## src/rtl/shift_pkg.sv

```systemverilog
// Shared types for the barrel-shift pipeline: operation codes, the S1 command
// record and the legality check for op codes.
package shift_pkg;

  localparam int SHIFT_WIDTH = 8;
  localparam int SHIFT_AMT_W = $clog2(SHIFT_WIDTH);

  typedef enum logic [2:0] {
    OP_ROR = 3'd0,
    OP_ROL = 3'd1,
    OP_SHR = 3'd2,
    OP_SHL = 3'd3,
    OP_ASR = 3'd4
  } shift_op_t;

  // op is kept as raw bits so illegal codes 5..7 survive to the shifter
  typedef struct packed {
    logic [SHIFT_WIDTH-1:0] data;
    logic [SHIFT_AMT_W-1:0] amt;
    logic [2:0]             op;
  } shift_cmd_t;

  function automatic logic is_legal_op(input logic [2:0] op);
    return op <= OP_ASR;
  endfunction

endpackage

```

## src/rtl/shift_core.sv

```systemverilog
// Purely combinational log2 barrel shifter: AMT_W mux stages, stage k moving
// by 2^k. Left rotates are folded into right rotates by the negated amount.
module shift_core
  import shift_pkg::*;
#(
  parameter int  WIDTH = 8,
  localparam int AMT_W = $clog2(WIDTH)
) (
  input  logic [WIDTH-1:0] data,
  input  logic [AMT_W-1:0] amt,
  input  logic [2:0]       op,
  output logic [WIDTH-1:0] result,
  output logic             err
);

  logic             legal;
  logic             rotate;
  logic             left;
  logic             fill_bit;
  logic [AMT_W-1:0] eff_amt;
  logic [WIDTH-1:0] stage [AMT_W+1];

  // Negating the amount modulo WIDTH turns ROL into ROR.
  always_comb begin
    legal    = is_legal_op(op);
    rotate   = (op == OP_ROR) || (op == OP_ROL);
    left     = (op == OP_SHL);
    fill_bit = (op == OP_ASR) ? data[WIDTH-1] : 1'b0;
    eff_amt  = (op == OP_ROL) ? -amt : amt;
  end

  assign stage[0] = data;

  for (genvar k = 0; k < AMT_W; k++) begin : g_stage
    localparam int S = 1 << k;
    logic [S-1:0]     wrap;
    logic [WIDTH-1:0] moved_r;
    logic [WIDTH-1:0] moved_l;

    assign wrap    = rotate ? stage[k][S-1:0] : {S{fill_bit}};
    assign moved_r = {wrap, stage[k][WIDTH-1:S]};
    assign moved_l = {stage[k][WIDTH-S-1:0], {S{1'b0}}};
    assign stage[k+1] = !eff_amt[k] ? stage[k] : (left ? moved_l : moved_r);
  end

  assign result = legal ? stage[AMT_W] : data;
  assign err    = !legal;

endmodule

```

## src/rtl/rotate_shift_pipe.sv

```systemverilog
// Two-register valid/ready wrapper around shift_core: S1 holds the command,
// S2 holds the result; full backpressure with no skid buffer.
module rotate_shift_pipe
  import shift_pkg::*;
#(
  // The S1 record is sized from the package, so WIDTH must equal SHIFT_WIDTH.
  parameter int  WIDTH = SHIFT_WIDTH,
  localparam int AMT_W = $clog2(WIDTH)
) (
  input  logic             clk,
  input  logic             rst_n,
  input  logic             in_valid,
  output logic             in_ready,
  input  logic [WIDTH-1:0] in_data,
  input  logic [AMT_W-1:0] in_amt,
  input  logic [2:0]       in_op,
  output logic             out_valid,
  input  logic             out_ready,
  output logic [WIDTH-1:0] out_data,
  output logic             out_zero,
  output logic             out_err
);

  logic             s1_valid;
  shift_cmd_t       s1_cmd;
  logic             s2_valid;
  logic [WIDTH-1:0] s2_data;
  logic             s2_zero;
  logic             s2_err;
  logic             s1_adv;
  logic             s2_adv;
  logic [WIDTH-1:0] core_result;
  logic             core_err;

  assign s2_adv   = !s2_valid || out_ready;
  assign s1_adv   = !s1_valid || s2_adv;
  assign in_ready = s1_adv;

  always_ff @(posedge clk or negedge rst_n) begin
    if (!rst_n) begin
      s1_valid <= 1'b0;
      s1_cmd   <= '0;
    end else if (s1_adv) begin
      s1_valid <= in_valid;
      if (in_valid) begin
        s1_cmd <= '{data: in_data, amt: in_amt, op: in_op};
      end
    end
  end

  shift_core #(.WIDTH(WIDTH)) u_core (
    .data   (s1_cmd.data),
    .amt    (s1_cmd.amt),
    .op     (s1_cmd.op),
    .result (core_result),
    .err    (core_err)
  );

  // S2 payload only loads on a real transfer, so a stalled result stays put.
  always_ff @(posedge clk or negedge rst_n) begin
    if (!rst_n) begin
      s2_valid <= 1'b0;
      s2_data  <= '0;
      s2_zero  <= 1'b0;
      s2_err   <= 1'b0;
    end else if (s2_adv) begin
      s2_valid <= s1_valid;
      if (s1_valid) begin
        s2_data <= core_result;
        s2_zero <= (core_result == '0);
        s2_err  <= core_err;
      end
    end
  end

  assign out_valid = s2_valid;
  assign out_data  = s2_data;
  assign out_zero  = s2_zero;
  assign out_err   = s2_err;

endmodule

```

## config.mk

```make
export PLATFORM = sky130hd
export DESIGN_NAME = rotate_shift_pipe
export DESIGN_NICKNAME = d
export VERILOG_FILES = /design/src/rtl/shift_pkg.sv /design/src/rtl/shift_core.sv /design/src/rtl/rotate_shift_pipe.sv
export SDC_FILE = /design/constraint.sdc
export NUM_CORES = 1
export LEC_CHECK = 0
export ABC_AREA = 1
export CAP_MARGIN = 10
export CORE_UTILIZATION = 47
export DETAILED_ROUTE_END_ITERATION = 7
export HOLD_SLACK_MARGIN = 0.15
export PLACE_DENSITY = 0.75
export REMOVE_ABC_BUFFERS = 1
export SETUP_SLACK_MARGIN = 0.5
export SLEW_MARGIN = 20
export SYNTH_ARGS = -nofsm -noshare
export SYNTH_HDL_FRONTEND = slang
export SYNTH_SLANG_ARGS = --single-unit
```

## constraint.sdc

```tcl
create_clock -name clk -period 2.24 [get_ports clk]
set_input_delay 0.448 -clock clk [delete_from_list [all_inputs] [get_ports clk]]
set_output_delay 0.448 -clock clk [all_outputs]
set_load 0.02 [all_outputs]
```

Yosys cells after proc, flatten, opt, wreduce, memory -nomap -nowiden
Index checks and enable logic that the tools add are counted.
{ "classes": {"n_addsub": 1, "n_lt_le_gt_ge": 1, "eq_ne": 3, "muxes": 12, "reduce_logical": 10} }
{ "ops": {"columns": ["op", "count"], "rows": [
  ["8-bit two-way mux", 7],
  ["8-bit logical NOT", 1],
  ["4-bit two-way mux", 1],
  ["2-bit AND reduction", 2],
  ["3-bit by 1-bit == test with 1-bit output (second input constant)", 1],
  ["3-bit by 2-bit == test with 1-bit output (second input constant)", 1],
  ["3-bit == test (second input constant)", 1],
  ["3-bit <= comparator (second input constant)", 1],
  ["1-bit logical NOT", 3],
  ["3-bit logical NOT", 1],
  ["1-bit logical OR", 3],
  ["3-bit two-way mux", 1],
  ["3-bit negator", 1],
  ["1-bit two-way mux", 2],
  ["2-bit two-way mux", 1]
]} }
{ "word_totals": {"ff_bits": 26, "input_bits": 18, "out_inout_bits": 12, "wordCells": 35} }

Logic depth before layout (Yosys ltp)
Gate-level depths: netlist of the first run.
{ "depth": {"ltp_word": 13, "ltp_mapped": 17, "ltp_nobuf": 16} }

By module
From an unflattened synthesis of the first run, not the netlist that was laid out.
{ "hier_totals": {"hier_cells": 275, "hier_area_um2": 1850.5} }
{ "by_module_without_submodules": {"columns": ["module", "instances", "cells_per_inst", "area_each_um2", "seq_area_each_um2"], "rows": [
  ["rotate_shift_pipe", 1, 117, 1047.3, 650.6],
  ["shift_core", 1, 158, 803.3, 0.0]
]} }

Least setup slack after synthesis of the first run
OpenSTA, ideal clock, no wires.
{ "synth_path": {"kind": "register -> register", "from": "reg s1_cmd[3] in the netlist's numbering", "to": "reg s2_zero (netlist: out_zero)", "setup_time_ns": 0.066, "arrival_time_ns": 2.016, "required_time_ns": 2.174, "path_slack_ns": 0.158, "path_stages_with_launch": 16, "n_path_buf": 1, "period_less_slack_ns": 2.082, "cell_sequence": "dfrtp_1 > inv_1 > clkbuf_1 > ha_1 > nand3b_1 > nand2_4 > nor2_4 > nand2_1 > nand2_1 > a21oi_1 > nand2_1 > nand2_1 > nand3_1 > nor2_1 > nand2_1 > nand2_1"} }
{ "synth_via": {"elab_chain_cells": 10, "elab_cells_between_ends": 11, "cone_classes": "add/sub: 1; mux: 9; reduce/logical: 1"} }
{ "synth_rtl": {"columns": ["element", "line_no", "rtl"], "rows": [
  ["start, declared", "rotate_shift_pipe.sv:25", "shift_cmd_t s1_cmd;"],
  ["start signal, assigned", "rotate_shift_pipe.sv:46", "s1_cmd <= '{data: in_data, amt: in_amt, op: in_op};"],
  ["3-bit negator", "shift_core.sv:29", "eff_amt = (op == OP_ROL) ? -amt : amt;"],
  ["3-bit two-way mux (*)", "shift_core.sv:29", null],
  ["8-bit two-way mux", "shift_core.sv:43", "assign stage[k+1] = !eff_amt[k] ? stage[k] : (left ? moved_l : moved_r);"],
  ["2-bit two-way mux or 8-bit two-way mux (tied branches)", "shift_core.sv:40, shift_core.sv:43", null],
  ["8-bit two-way mux", "shift_core.sv:43", null],
  ["8-bit two-way mux or 4-bit two-way mux (tied branches)", "shift_core.sv:43, shift_core.sv:40", null],
  ["8-bit two-way mux", "shift_core.sv:43", null],
  ["8-bit two-way mux (*)", "shift_core.sv:43", null],
  ["8-bit two-way mux (*)", "shift_core.sv:46", "assign result = legal ? stage[AMT_W] : data;"],
  ["8-bit logical NOT (*)", "rotate_shift_pipe.sv:70", "s2_zero <= (core_result == '0);"],
  ["end signal, assigned", "rotate_shift_pipe.sv:70", null],
  ["end, declared", "rotate_shift_pipe.sv:28", "logic s2_zero;"]
]} }
Every way passes the cells marked *; elsewhere a longest branch is shown, timed or not.
A chain may end at the register's enable or synchronous reset.

Final worst setup path of the first run
Same ends and word-level chain as after synthesis.

==> metrics.md, run 1 <==
| Metric | Value |
|---|---|
| Outcome | completed |
| Initial antenna violation count | 0 |
| Slowest CP cell | dfrtp_1 |
| CTS clk-pin slew, worst paths | 0.09 ns |
| Highest-count cells in the layout ignoring fill and taps | 101 x nand2_1, 26 x clkdlybuf4s50_1, 23 x nand3_1, 23 x dfrtp_1, 21 x nor2_1 |
| Min-delay worst type | reg2reg |
| CTS tree | built |
| Syn Area/Cell | 6.530 sq um |
| Commonest non-fill, non-tap cell in the layout | nand2_1 |
| Number of routed nets with antenna violations | 0 |
| Fmax | 0.5065 GHz |
| Design area | 0.002365 sq mm |
| Cell taking the most area after synthesis | dfrtp_1 |
| Final wirelength | 4717 um |
| Leak pwr | 1.219 nW |
| WL/cell | 13.21 um |
| Largest net degree at the start of global routing | 27 |
| IO buf count | 29 |
| Share of final-layout standard cells stronger than drive strength 1 | 0.2122 |
| Routability congestion estimate | 0.9550 |
| Boundary Pins | 30 |
| Yosys warning count | 0 |
| Die Span X | 62.68 um |
| Critical path required time | 2.42 ns |
| Initial DRC Count | 137 |
| Worst IR drop on VDD | 0.0003650 V |
| Setup tns final | 0 ns |
| Worst Path Buf+Inv | 2 |
| TritonRoute pass-1 iters | 4 |
| Antenna diodes | 0 |
| Cells after DPL | 341 |
| Total gr overflow | 0 |
| Post-DP Area | 0.002102 sq mm |
| DIE AREA | 0.003928 sq mm |
| Post-Syn Area | 0.001730 sq mm |
| Synth-to-layout area growth | 36.66% |
| Largest cells by area after synthesis | dfrtp_1 38%, nand2_1 24%, nand3_1 9.0% |
| Grt met2 use | 0.4144 |
| Netlist cell types | 22 |
| Vias in the first global route | 1737 |
| Layout net count | 331 |
| Syn Inst Count | 265 |
| H-Tree Depth | 1 |
| Worst-path cell chain | inv_2 -> ha_4 -> nand3b_1 -> nand2_4 -> nor2_4 -> nand2_1 -> nand2_2 -> nand2_1 -> nand2_1 -> nand3_1 -> nand2_1 -> inv_2 -> nand2_1 -> nor2_2 -> nand2_1 -> nand2_1 |
| Design Power | 0.002135 W |
| DIE HEIGHT | 62.68 um |
| First-pass GRT wire length | 7810 um |
| Worst-Margin Slew | 0.4391 ns |
| Longest Clk Path Bufs | 2 |
| Post-synthesis register bit count | 26 |
| Hold Slack | 0.4809 ns |
| Crit path capture type | register |
| GRT met3 Usage | 0.04015 |
| Final Hold Vio Count | 0 |
| Global route hottest layer | met2 |
| Worst EP arrival | 2.15 ns |
| WS Path Type | reg2reg |
| Initial Utilization | 0.5027 |
| RSZ-0062 raised after global routing | true |
| Clk sinks | 26 |
| Final Critical Period | 1.974 ns |
| Final period utilization | 0.8815 |
| Most frequent CP cell | nand2_1 |
| Critical path fanouts, max | 7 |
| Slew HR | 0.7073 |
| Synth top area share | 0.3760 |
| Final setup fails | 0 |
| Clock tree root driver cell | clkbuf_8 |
| Seq/Total Area, Yosys | 0.3760 |
| Residual DRC | 0 |
| Finished Layout Cells | 357 |
| Total core area | 0.003442 sq mm |
| Pwr Density | 902.9 mW/mm^2 |
| Cell family with most CP delay | simple AND/OR/NAND/NOR gates |
| Clk_skew | 0.003230 ns |
| Max-Cap Viols | 0 |
| # rows | 21 |
| Critical Path Max Stage Delay | 0.37 ns |
| Clock latency on the worst-skew pair | 0.28 ns |
| Slew Limit Fails | 0 |
| CTS Buf Count | 3 |
| Vias | 1879 |
| HPWL Detailed | 3306 um |
| Total global routing track utilization | 0.2535 |
| Met1 Use GR | 0.3275 |
| Startpoint types | register |
| Avg Vias per Cell | 5.263 |
## Yosys cell counts
| cell type | count |
|---|---|
| nand3_2 | 1 |
| nand2_2 | 5 |
| buf_2 | 2 |
| clkbuf_1 | 4 |
| o21ai_0 | 7 |
| nand3b_1 | 1 |
| ha_1 | 1 |
| dfrtp_1 | 26 |
| nor2_4 | 4 |
| mux2_2 | 1 |
| a21oi_1 | 17 |
| buf_6 | 1 |
| nand2_1 | 109 |
| xor2_1 | 1 |
| a31oi_1 | 2 |
| inv_2 | 1 |
| nand4_1 | 5 |
| inv_1 | 22 |
| nor2_1 | 22 |
| nand2_4 | 1 |
| nand3_1 | 31 |
| a21oi_2 | 1 |
## metrics by stage
stage	worst slack, ns	utilization
3_3_place_gp	0.1468	0.6107
3_5_place_dp	0.1365	0.6107
6_report	0.2655	0.6870
5_1_grt	0.1418	0.6870
2_1_floorplan	0.1680	-
4_1_cts	0.3375	0.6525
## worst reg2reg max path, delay by kind of cell, from the launching register on
family	cells	cell delay, ns
simple gates	13	1.16
flops	1	0.37
fa+ha+maj	1	0.25
buf+inv	2	0.10
## flip-flops by register name, indices dropped and copies added, names as in the netlist
name,cells
s1_valid,1
out_zero,1
out_data,8
out_err,1
s1_cmd,14
out_valid,1
## what timing repair did
action | CTS | global route
endpoints found under the setup margin | 10 | 12
gates resized for setup | 11 | 31
buffers inserted | 6 | 5
gates cloned | 1 | 0
hold buffers | 0 | 0
hold endpoints to repair | 0 | 0
pin swaps | 8 | 20
## worst paths after layout
check                                from    endpoint  slack [ns]  cells after the start
worst min-delay path             out_zero    out_zero        0.48                      2
worst max-delay path            s1_cmd[3]    out_zero        0.27                     16
max in group asynchronous           rst_n   s1_cmd[2]        1.44                      2
min in group asynchronous           rst_n  s1_cmd[13]        0.53                      2
worst min register to register   out_zero    out_zero        0.48                      2
worst max register to register  s1_cmd[3]    out_zero        0.27                     16
## per-layer routing
metal / share of wire / up-vias / routed length, um
met5: 0 / - / 0
met3: 0.061 / 9 / 290
met4: 0.019 / 0 / 89
met1: 0.44 / 865 / 2077
met2: 0.48 / 69 / 2260
li1: - / 936 / -
## power breakdown
group,switching (W),internal (W),total [W],leakage (nW)
sequential,0.0000922,0.000584,0.000676,0.298
combinational,0.000673,0.000475,0.00115,0.892
clock,0.000154,0.000157,0.000311,0.0288
## layout make-up
type | instances | area, sq um
fill | 287 | 1077
multi-input combinational | 210 | 1059
sequential | 26 | 654.4
timing repair buffer | 48 | 452.9
inverter | 23 | 86.33
tap | 46 | 57.56
clock buffer | 4 | 55.05
## cell families after synthesis
group / Yosys count / share of synthesized area
xor+xnor: 1 / 0.005062
flops: 26 / 0.3760
compound gates: 27 / 0.08170
simple gates: 179 / 0.4526
mux: 1 / 0.006507
fa+ha+maj: 1 / 0.007230
buf+inv: 30 / 0.07086
Note: power is estimated with default switching activity, not from simulation.
==> run 2, diff against run 1 <==
ABC_AREA = not set   (was 1)
CORE_UTILIZATION = 49   (was 47)
PLACE_DENSITY = 0.77   (was 0.75)
SYNTH_HIERARCHICAL = 1   (was not set)
==> run 2 against run 1 <==
The flow now finishes with violations (negative setup slack); setup slack got worse by 0.49 ns; flip-flop and latch count did not move; sequential share of layout area fell by 5.7 points; die area rose by 7.5%; largest cell class unchanged; highest routed layer unchanged.
==> metrics.md, run 2 <==
| Metric | Value |
|---|---|
| Largest cells by area after synthesis | dfrtp_1 33%, mux2_4 7.7%, mux2_2 7.5% |
| Post-Syn Area | 0.001944 sq mm |
| First-pass GRT wire length | 9853 um |
| Syn Inst Count | 188 |
| Min-delay worst type | reg2reg |
| WS Path Type | reg2reg |
| Avg Vias per Cell | 6.580 |
| Most numerous cell in the Yosys netlist | dfrtp_1 |
| Seq/Total Area, Yosys | 0.3346 |
| Leak pwr | 1.333 nW |
| Outcome | finished, violations left |
| Final Hold Vio Count | 0 |
| Fmax | 0.4066 GHz |
| Worst IR drop on VDD | 0.0004751 V |
| Worst-path cell chain | inv_2 -> ha_4 -> nor4b_4 -> xor2_1 -> nor2_2 -> buf_4 -> a21oi_4 -> a32oi_2 -> nor4_2 -> nand4_1 -> a21bo_2 |
| Clk_skew | 0.006986 ns |
| Post-DP Area | 0.002490 sq mm |
| Finished Layout Cells | 317 |
| Syn Area/Cell | 10.34 sq um |
| Worst-Margin Slew | 0.5709 ns |
| Ys flop type | dfrtp_1 |
| Worst Path Buf+Inv | 2 |
| # rows | 22 |
| Die Span X | 64.99 um |
| Cells after DPL | 291 |
| Share of final-layout standard cells stronger than drive strength 1 | 0.4833 |
| Initial antenna violation count | 0 |
| Synth top area share | 0.3346 |
| Slew Limit Fails | 0 |
| Most frequent cells after synthesis | 26 x dfrtp_1, 15 x nand2_1, 13 x mux2_2 |
| Max-Cap Viols | 0 |
| Largest Register | s1_cmd |
| Boundary Pins | 30 |
| Vias | 2086 |
| Clock latency on the worst-skew pair | 0.28 ns |
| TritonRoute pass-1 iters | 7 |
| Pwr Density | 934.2 mW/mm^2 |
| IO buf count | 29 |
| Slowest CP cell | dfrtp_1 |
| DP Worst Slack | -0.1931 ns |
| Post-synthesis register bit count | 26 |
| Clk sinks | 26 |
| Critical Path Max Stage Delay | 0.41 ns |
| CTS clk-pin slew, worst paths | 0.10 ns |
| Total core area | 0.003744 sq mm |
| DIE HEIGHT | 64.99 um |
| Initial Utilization | 0.5194 |
| Commonest non-fill, non-tap cell in the layout | buf_4 |
| DIE AREA | 0.004224 sq mm |
| Startpoint types | register |
| Cell family with most CP delay | simple AND/OR/NAND/NOR gates |
| Final period utilization | 1.098 |
| Residual DRC | 0 |
| Initial DRC Count | 268 |
| Total global routing track utilization | 0.3143 |
| Cell taking the most area after synthesis | dfrtp_1 |
| Setup tns final | -0.5188 ns |
| Vias in the first global route | 1950 |
| Antenna diodes | 0 |
| Design area | 0.002977 sq mm |
| Final Critical Period | 2.460 ns |
| Final WS setup | -0.2197 ns |
| Number of routed nets with antenna violations | 0 |
| Failing checks | negative setup slack |
| Asr flop ratio synth | 1.000 |
| RSZ-0062 raised after global routing | true |
| H-Tree Depth | 1 |
| Final setup fails | 6 |
| Critical path required time | 2.47 ns |
| Critical path fanouts, max | 4 |
| Routability congestion estimate | 0.9051 |
| Design Power | 0.002781 W |
| Final wirelength | 6970 um |
| Largest register FFs | 14 |
| Crit path capture type | register |
| Worst EP arrival | 2.69 ns |
| CTS Buf Count | 3 |
| Highest-count cells in the layout ignoring fill and taps | 54 x buf_4, 24 x dfrtp_1, 21 x clkdlybuf4s50_1 |
| Yosys warning count | 6 |
| Number of synthesized flops with an enable pin | 0 |
| Slew HR | 0.6194 |
| Largest net degree at the start of global routing | 27 |
| HPWL Detailed | 4306 um |
| Synth-to-layout area growth | 53.09% |
| WL/cell | 21.99 um |
| Longest Clk Path Bufs | 2 |
| Layout net count | 289 |
| CTS tree | built |
| Netlist cell types | 64 |
| Total gr overflow | 0 |
| R2R Setup Slk | -0.22 ns |
| Clock tree root driver cell | clkbuf_8 |
==> run 2: area by class of cell <==
cell class              instances  area, sq um
inverters                       8        30.03
clock inverters                 1        30.03
flip-flops and latches         26        653.1
fillers                       228        767.0
multi-input cells             143         1398
repair buffers                 88        764.5
clock buffers                   3        41.29
well taps                      48        60.06
==> run 2: cell families (layout without fill, tap and decap cells) <==
family                     Yosys count  count (layout)  synth area share
and+or+nand+nor                     57              57            0.1834
AOI/OAI and AO/OA                   55              55            0.2239
muxes                               28              28            0.1847
DFF                                 26              26            0.3346
buffers and inverters               19             100           0.05791
xor gates and xnor gates             2               2          0.009011
adders and majority gates            1               1          0.006434
==> run 2: power by group <==
group / switching [W] / leakage (nW) / internal [W]
Sequential: 0.000117 / 0.305 / 0.000589
Clock: 0.000162 / 0.0357 / 0.000240
Combinational: 0.000809 / 0.992 / 0.000865
Total: 0.00109 / 1.33 / 0.00169
==> run 2: through the flow <==
step | hold WS (ns) | utilization
after floorplan | 0.1524 | -
after global placement | 0.4876 | 0.6651
after detailed placement | 0.4907 | 0.6651
after CTS | 0.5155 | 0.7256
after global routing | 0.5396 | 0.7951
final | 0.5119 | 0.7951
==> run 2: final timing paths <==
path                                   from          end  cells after the start
worst max-delay path              s1_cmd[3]     out_zero                     11
worst min-delay path            out_data[5]  out_data[5]                      1
worst max register to register    s1_cmd[3]     out_zero                     11
worst min register to register  out_data[5]  out_data[5]                      1
max in group asynchronous             rst_n    s1_cmd[2]                      2
min in group asynchronous             rst_n   s1_cmd[10]                      2
==> run 2: timing repair <==
action / CTS / global route
pin swaps: 17 / 18
hold buffers: 0 / 0
gates resized for setup: 30 / 27
buffers inserted: 6 / 16
endpoints found under the setup margin: 11 / 16
==> run 2: per-layer routing <==
metal  GRT usage  up-vias  wire length [um]
li1            -      885                 -
met1      0.4077     1002              2745
met2      0.5117      144              3366
met3     0.04577       55               490
met4      0.1444        0               368
met5           0        -                 0
